--- config.mk ---
export PLATFORM = sky130hd
export DESIGN_NAME = time_of_day_counter
export DESIGN_NICKNAME = d
export VERILOG_FILES = /design/src/rtl/clock_pkg.sv /design/src/rtl/hour_display_mapper.sv /design/src/rtl/time_of_day_counter.sv
export SDC_FILE = /design/constraint.sdc
export NUM_CORES = 1
export LEC_CHECK = 0
export BUFFER_PORTS_ARGS = -buffer_cell sky130_fd_sc_hd__buf_2
export CAP_MARGIN = 0
export CELL_PAD_IN_SITES_DETAIL_PLACEMENT = 1
export CELL_PAD_IN_SITES_GLOBAL_PLACEMENT = 1
export CORE_MARGIN = 3
export CORE_UTILIZATION = 44
export CTS_CLUSTER_DIAMETER = 80
export DETAILED_ROUTE_END_ITERATION = 12
export PLACE_DENSITY_LB_ADDON = 0.1
export SYNTH_ARGS = -nofsm -noshare
export SYNTH_HDL_FRONTEND = slang
export SYNTH_SLANG_ARGS = --single-unit
--- constraint.sdc ---
create_clock -name clk -period 5.5 [get_ports clk]
set_input_delay 0.275 -clock clk [delete_from_list [all_inputs] [get_ports clk]]
set_output_delay 0.275 -clock clk [all_outputs]
set_load 0.01 [all_outputs]
--- src/rtl/clock_pkg.sv ---
// rtl/clock_pkg.sv - shared timekeeping constants, widths and BCD split helper
package clock_pkg;

  localparam int HOURS_PER_DAY = 24;
  localparam int MIN_PER_HOUR  = 60;
  localparam int SEC_PER_MIN   = 60;
  localparam int HALF_DAY      = 12;

  localparam int HOUR_W   = 5;
  localparam int MINSEC_W = 6;

  typedef struct packed {
    logic [2:0] tens;
    logic [3:0] ones;
  } bcd_t;

  function automatic bcd_t bcd_split(input logic [MINSEC_W-1:0] v);
    bcd_t r;
    r.tens = 3'(v / 6'd10);
    r.ones = 4'(v % 6'd10);
    return r;
  endfunction

endpackage

--- src/rtl/hour_display_mapper.sv ---
// rtl/hour_display_mapper.sv - binary hour to 24h/12h display digits and PM flag
module hour_display_mapper
  import clock_pkg::*;
(
  input  logic [HOUR_W-1:0] hour,
  input  logic              mode_24h,
  output logic [1:0]        hr_tens,
  output logic [3:0]        hr_ones,
  output logic              pm
);

  logic [HOUR_W-1:0] disp;

  always_comb begin
    pm   = (hour >= HOUR_W'(HALF_DAY));
    disp = hour;
    if (!mode_24h) begin
      // midnight and noon both display as 12
      disp = pm ? hour - HOUR_W'(HALF_DAY) : hour;
      if (disp == '0) disp = HOUR_W'(HALF_DAY);
    end
    hr_tens = 2'(disp / 5'd10);
    hr_ones = 4'(disp % 5'd10);
  end

endmodule

--- src/rtl/time_of_day_counter.sv ---
// rtl/time_of_day_counter.sv - h/m/s timekeeping with set, increment and registered BCD display
module time_of_day_counter
  import clock_pkg::*;
#(
  parameter int RESET_HOUR = 0,
  parameter int RESET_MIN  = 0,
  parameter int SHOW_SEC   = 1
) (
  input  logic                clk,
  input  logic                rst_n,
  input  logic                tick,
  input  logic                mode_24h,
  input  logic                set_en,
  input  logic [HOUR_W-1:0]   set_hour,
  input  logic [MINSEC_W-1:0] set_min,
  input  logic                inc_hour,
  input  logic                inc_min,
  output logic [HOUR_W-1:0]   hour,
  output logic [MINSEC_W-1:0] minute,
  output logic [MINSEC_W-1:0] second,
  output logic [1:0]          hr_tens,
  output logic [3:0]          hr_ones,
  output logic [2:0]          min_tens,
  output logic [3:0]          min_ones,
  output logic [2:0]          sec_tens,
  output logic [3:0]          sec_ones,
  output logic                pm,
  output logic                day_pulse
);

  localparam logic [HOUR_W-1:0]   HOUR_MAX = HOUR_W'(HOURS_PER_DAY - 1);
  localparam logic [MINSEC_W-1:0] MIN_MAX  = MINSEC_W'(MIN_PER_HOUR - 1);
  localparam logic [MINSEC_W-1:0] SEC_MAX  = MINSEC_W'(SEC_PER_MIN - 1);
  localparam logic [HOUR_W-1:0]   RST_H    = HOUR_W'(RESET_HOUR);
  localparam logic [MINSEC_W-1:0] RST_M    = MINSEC_W'(RESET_MIN);

  logic [HOUR_W-1:0]   hour_d, hour_wrap;
  logic [MINSEC_W-1:0] minute_d, second_d, min_wrap, sec_wrap;
  logic                day_d, set_ok;

  assign hour_wrap = (hour == HOUR_MAX) ? '0 : hour + 1'b1;
  assign min_wrap  = (minute == MIN_MAX) ? '0 : minute + 1'b1;
  assign sec_wrap  = (second == SEC_MAX) ? '0 : second + 1'b1;
  assign set_ok    = (set_hour <= HOUR_MAX) && (set_min <= MIN_MAX);

  // set > increment > tick; a losing event is simply dropped
  always_comb begin
    hour_d   = hour;
    minute_d = minute;
    second_d = second;
    day_d    = 1'b0;
    if (set_en) begin
      if (set_ok) begin
        hour_d   = set_hour;
        minute_d = set_min;
        second_d = '0;
      end
    end else if (inc_hour || inc_min) begin
      if (inc_hour) hour_d = hour_wrap;
      if (inc_min) begin
        minute_d = min_wrap;
        second_d = '0;
      end
    end else if (tick) begin
      second_d = sec_wrap;
      if (second == SEC_MAX) begin
        minute_d = min_wrap;
        if (minute == MIN_MAX) begin
          hour_d = hour_wrap;
          day_d  = (hour == HOUR_MAX);
        end
      end
    end
  end

  always_ff @(posedge clk or negedge rst_n) begin
    if (!rst_n) begin
      hour      <= RST_H;
      minute    <= RST_M;
      second    <= '0;
      day_pulse <= 1'b0;
    end else begin
      hour      <= hour_d;
      minute    <= minute_d;
      second    <= second_d;
      day_pulse <= day_d;
    end
  end

  logic [1:0] map_tens, rst_tens;
  logic [3:0] map_ones, rst_ones;
  logic       map_pm, rst_pm;
  logic [2:0] sec_tens_q;
  logic [3:0] sec_ones_q;

  hour_display_mapper u_map (
    .hour     (hour),
    .mode_24h (mode_24h),
    .hr_tens  (map_tens),
    .hr_ones  (map_ones),
    .pm       (map_pm)
  );

  // constant-input copy gives the 12-hour reset image of the display registers
  hour_display_mapper u_reset_map (
    .hour     (RST_H),
    .mode_24h (1'b0),
    .hr_tens  (rst_tens),
    .hr_ones  (rst_ones),
    .pm       (rst_pm)
  );

  always_ff @(posedge clk or negedge rst_n) begin
    if (!rst_n) begin
      hr_tens    <= rst_tens;
      hr_ones    <= rst_ones;
      pm         <= rst_pm;
      min_tens   <= bcd_split(RST_M).tens;
      min_ones   <= bcd_split(RST_M).ones;
      sec_tens_q <= '0;
      sec_ones_q <= '0;
    end else begin
      hr_tens    <= map_tens;
      hr_ones    <= map_ones;
      pm         <= map_pm;
      min_tens   <= bcd_split(minute).tens;
      min_ones   <= bcd_split(minute).ones;
      sec_tens_q <= bcd_split(second).tens;
      sec_ones_q <= bcd_split(second).ones;
    end
  end

  assign sec_tens = (SHOW_SEC != 0) ? sec_tens_q : '0;
  assign sec_ones = (SHOW_SEC != 0) ? sec_ones_q : '0;

endmodule

Yosys cells after proc, flatten, opt, wreduce, memory -nomap -nowiden --
Cells that the tools add are included.
Storage, ports and cells: output and inout port bits 39, bits in registers 39, latch bits 0, RAM bits 0, ROM bits 0, memories 0
Operators by class: $lt $le $gt $ge 3, bitwise operators 0, div/mod/pow operators 6, multipliers 0, equality and inequality tests 6, shift-type cells 0, reduce and logical (&&, ||, !) cells 9, muxes and demuxes 29, add/subtract/negate cells 4
Operator list (count):
- $mux W6 | 13
- $mux W5 | 11
- $add A6 B1 Y6 const B | 2
- $div A6 B4 Y6 const B | 2
- $eq A6 B6 Y1 const B | 2
- $mod A6 B4 Y6 const B | 2
- $reduce_bool A3 Y1 | 3
- $le A6 B6 Y1 const B | 1
- $ne A3 B3 Y1 const B | 2
- $add A5 B1 Y5 const B | 1
- $div A5 B4 Y5 const B | 1
- $eq A5 B5 Y1 const B | 1
- $ge A5 B4 Y1 const B | 1
- $le A5 B5 Y1 const B | 1
- $logic_not A5 Y1 | 1
- $mod A5 B4 Y5 const B | 1
- $mux W1 | 5
- $reduce_and A5 Y1 | 1
- $sub A5 B4 Y5 const B | 1
- $reduce_and A4 Y1 | 1
- $reduce_and A3 Y1 | 1
- $ne A2 B1 Y1 const B | 1
- $logic_and A1 B1 Y1 | 1
- $logic_or A1 B1 Y1 | 1

Depth between registers and ports, before layout --
depth in word-level cells 7, gate-level depth with buffers 17

Least setup slack after synthesis --
OpenSTA, ideal clock, no wires.
path kind reg-to-reg, from register hour[3], to register hr_ones[3], clock period less this slack 3.471 ns, slack 2.029 ns, setup time 0.124 ns, cell stages (with the launch flop) 18, data arrival time 3.347 ns, cells stage by stage dfrtp_1 ha_1 buf_4 and2_1 o211a_1 nor3_2 inv_1 ha_1 inv_1 o31a_1 nor2_1 xnor2_1 ha_1 nor2_1 o31ai_1 a211oi_2 o21bai_1 a211o_1
On the way: word-level cells in the longest chain between the ends 6, elaborated cells between the ends (all ways) 7, those cells by class add/sub (1); div (1); order compare (1); mux (3); reduce/logical (1)
Ends and longest elaborated chain:
- from (decl) | line time_of_day_counter.sv:18 | output logic [HOUR_W-1:0] hour,
- from (signal assigned) | line time_of_day_counter.sv:83 | hour <= hour_d;
- $sub A5 B4 Y5 or $ge A5 B4 Y1 (tied branches) | line hour_display_mapper.sv:19, hour_display_mapper.sv:15
- $mux W5 | line hour_display_mapper.sv:19 | disp = pm ? hour - HOUR_W'(HALF_DAY) : hour;
- $logic_not A5 Y1 | line hour_display_mapper.sv:20 | if (disp == '0) disp = HOUR_W'(HALF_DAY);
- $mux W5 | line hour_display_mapper.sv:20
- $mux W5 (*) | line hour_display_mapper.sv:17 | if (!mode_24h) begin
- $mod A5 B4 Y5 (*) | line hour_display_mapper.sv:23 | hr_ones = 4'(disp % 5'd10);
- named net map_ones[3] | line time_of_day_counter.sv:91 | logic [3:0] map_ones, rst_ones;
- to (signal assigned) | line time_of_day_counter.sv:116 | hr_ones <= rst_ones;
- to (signal assigned) | line time_of_day_counter.sv:124 | hr_ones <= map_ones;
- to (decl) | line time_of_day_counter.sv:22 | output logic [3:0] hr_ones,
Mark *: on every way through the listed nets, which the timed path passes. The rest lies on a longest branch. A chain may end at the register's enable or synchronous reset.

Worst setup path in the final report --
from register hour[2], to register hr_ones[3]
The elaborated chain is that of the path after synthesis.

==> run_results.csv <==
group,metric,value,unit
run_status,status,"finished clean",
route,final_antenna_net_count,0,
route,wirelength,7120,um
cts,clk_latency,300,ps
worst_setup_path,regToRegSetupSlack,1190,ps
timing,slew_violations,0,
cts,clkSlewWorstSetupHoldPaths,80,ps
timing,fin_crit,4310,ps
route,drt_iter0_drc,91,
floorplan,core_area,5710,sq um
global_routing,grt_pass1_vias,2449,
floorplan,die_area,7100,sq um
worst_setup_path,worstPathMaxFanout,15,
layout,insertedDiodeCount,0,
global_routing,antenna_found_initial,0,
placed_design,hpwl,5300,um
synth,synth_edf_count,0,
worst_setup_path,r2r-end,"hr_ones[3]$_DFF_PN0_",
min_path,min_path_type,"input port to asynchronous set/reset pin",
synth,yosysSeqAreaShare,36.3,%
power,ir_drop,0.193,mV
synth,async_reset_ff_share,100,%
floorplan,rows,27,
worst_setup_path,critPathKind,"flop to flop",
synth,synthCells,305,
run,maxCapViolations,0,
synth,syn_nets,344,
placed_design,io_buffers,56,
global_routing,grt_pass1_wl,12200,um
layout,layout.nets,394,
global_routing,track_usage,20.9,%
layout,drive_above_1_share,21.6,%
floorplan,num_io_pins,57,
synth,ys_ff_latch,39,
layout,stdcell_count,428,
cts,cts_max_path_buffers,2,
cts,ctsResizeCount,0,
cts,cts_hold_buf,0,
cts,htreeDepth,2,
synth,yosysWarnings,0,
synth,synth_top_flop_cell,"dfrtp_1",
worst_setup_path,cp-start-kind,"flop",
power,leakage,1.50,nW
timing,setup_tns,0,ps
route,drt_first_pass_iters,4,
route,drc,0,
cts,post_cts_buffers,0,
timing,maxSlewHeadroom,38.8,%
worst_setup_path,reg2reg_from,"hour[2]$_DFFE_PN0P_",
synth,syn_area_per_cell,8.83,sq um
layout,final_cell_mix,"buf_2 (56), dfrtp_1 (37), inv_1 (25), nand2_1 (23)",
route,wl_per_cell,16.6,um
route,vias,2445,
global_routing,grt_max_degree,40,
placed_design,gp_congestion,0.856,
placed_design,dpl.cell_count,420,
worst_setup_path,endpoint_kind,"flop",
timing,skew,4.20,ps
layout,layout_commonest_cell,"buf_2",
cts,ctsRootBufferMaster,"clkbuf_8",
synth,yosysUniqueCellTypes,58,
timing,clock.fmax,232,MHz
worst_setup_path,required,5690,ps
worst_setup_path,cp.arrival,4500,ps
cts,cts_buffers,5,
layout,syn2layout_area_growth,15.3,%
timing,worstMarginPinSlew,919,ps
timing,hold_viol,0,
cts,clock-sinks,39,
worst_setup_path,reg2reg_depth,16,
synth,syn_area,2690,sq um
timing,finalCritPeriodShare,78.5,%
timing,setup_viol,0,
timing,rsz0062_at_grt,"false",
power,pwr_density_cell,360,nW/um^2
route,via_per_inst,5.71,
floorplan,initial_utilization,47.2,%
global_routing,grt-ovfl-total,0,
floorplan,fp.dieW,84.2,um
floorplan,die_y,84.2,um
cts,tritoncts,"done",
[worst max-delay path, stage by stage, from the launching register on]
cell      delay [ps]
dfrtp_1          650
ha_1             470
and2b_2          260
o221a_1          240
nor3_2           380
inv_1            130
ha_1             220
inv_1             70
o31a_1           250
nor2_1           110
xnor2_1          200
ha_1             270
nor2_1           120
o31ai_1          100
a211oi_2         300
o21bai_1         120
a211o_1          310
[worst max path at each step]
| stage | from | depth (start not counted) | end |
|---|---|---|---|
| after floorplan | hour[3]$_DFFE_PN0P_ | 17 | hr_ones[3]$_DFF_PN0_ |
| after global placement | hour[2]$_DFFE_PN0P_ | 16 | hr_ones[3]$_DFF_PN0_ |
| after detailed placement | hour[2]$_DFFE_PN0P_ | 16 | hr_ones[2]$_DFF_PN0_ |
| after CTS | hour[2]$_DFFE_PN0P_ | 16 | hr_ones[2]$_DFF_PN0_ |
| after global routing | hour[2]$_DFFE_PN0P_ | 16 | hr_ones[3]$_DFF_PN0_ |
| final | hour[2]$_DFFE_PN0P_ | 16 | hr_ones[3]$_DFF_PN0_ |
[per-layer routing]
| layer | share of wire [%] | vias to the layer above | global-route usage, % |
|---|---|---|---|
| met2 | 50 | 56 | 34.7 |
| met1 | 45 | 1209 | 28.0 |
| met3 | 4.3 | 8 | 3.53 |
| li1 | - | 1172 | - |
| met4 | 1.3 | 0 | 5.99 |
| met5 | 0 | - | 0 |
[cell type report]
type                            count  area (sq um)
Clock buffer                        6          82.6
Clock inverter                      2          35.0
Fill cell                         701          2600
Inverter                           26          97.6
Multi-Input combinational cell    227          1540
Sequential cell                    39           978
Tap cell                           72          90.1
Timing Repair Buffer               56           280
[cell usage after synthesis, drive strengths merged (3+ instances only)]
master / number / share of area, %
nand3: 6 / 1.1
o31ai: 5 / 1.4
inv: 26 / 3.6
o21ai: 28 / 5.3
nor3b: 5 / 1.4
nor2: 19 / 2.6
nand2: 23 / 3.2
nand2b: 7 / 1.7
o21a: 3 / 0.84
a211oi: 7 / 2.1
a22oi: 3 / 0.84
xnor2: 8 / 2.6
nor4: 3 / 0.70
buf: 9 / 2.2
clkbuf: 4 / 0.56
nand3b: 3 / 0.84
dfrtp: 37 / 34
o22ai: 3 / 0.93
and3: 4 / 0.98
or3: 6 / 1.4
nor2b: 8 / 1.9
mux2i: 5 / 1.9
ha: 21 / 9.8
a21oi: 20 / 3.7
nor3: 9 / 1.9
nand4: 3 / 0.70
and2: 3 / 0.70
[state kept, by name (all words and copies together), names as in the netlist]
name,count
min_tens,3
minute,6
day_pulse,1
hr_tens,2
min_ones,4
sec_ones,4
second,6
hour,5
pm,1
sec_tens,3
hr_ones,4
[kinds of logic (layout without fill, tap and decap cells)]
group	count (synthesis)	in the layout	synth area share, %
fa+ha+maj	21	21	9.75
xor+xnor	8	8	2.60
simple gates	104	104	20.7
mux	5	5	1.86
flops	39	39	36.3
buf+inv	39	90	6.41
compound gates	89	89	22.4
[power by group]
part	total (W)	switching, W	internal, W	leakage (nW)
logic	0.000454	0.000266	0.000188	0.942
registers	0.000406	0.0000571	0.000349	0.494
clock network	0.000257	0.000110	0.000147	0.0612
total	0.00112	0.000433	0.000684	1.50
[stage by stage]
stage	cell area (sq um)	power, W	setup WS (ps)	util [%]	hold slack, ps
CTS	3110	0.00113	1200	54.4	132
finish	3110	0.00112	1190	54.4	105
floorplan	2690	0.000721	2030	-	-20.6
detailed placement	2990	0.000867	1230	52.4	458
global route	3110	0.00120	890	54.4	171
global placement	2990	0.000836	1510	52.4	471
Note: power is estimated with default switching activity, not from simulation.
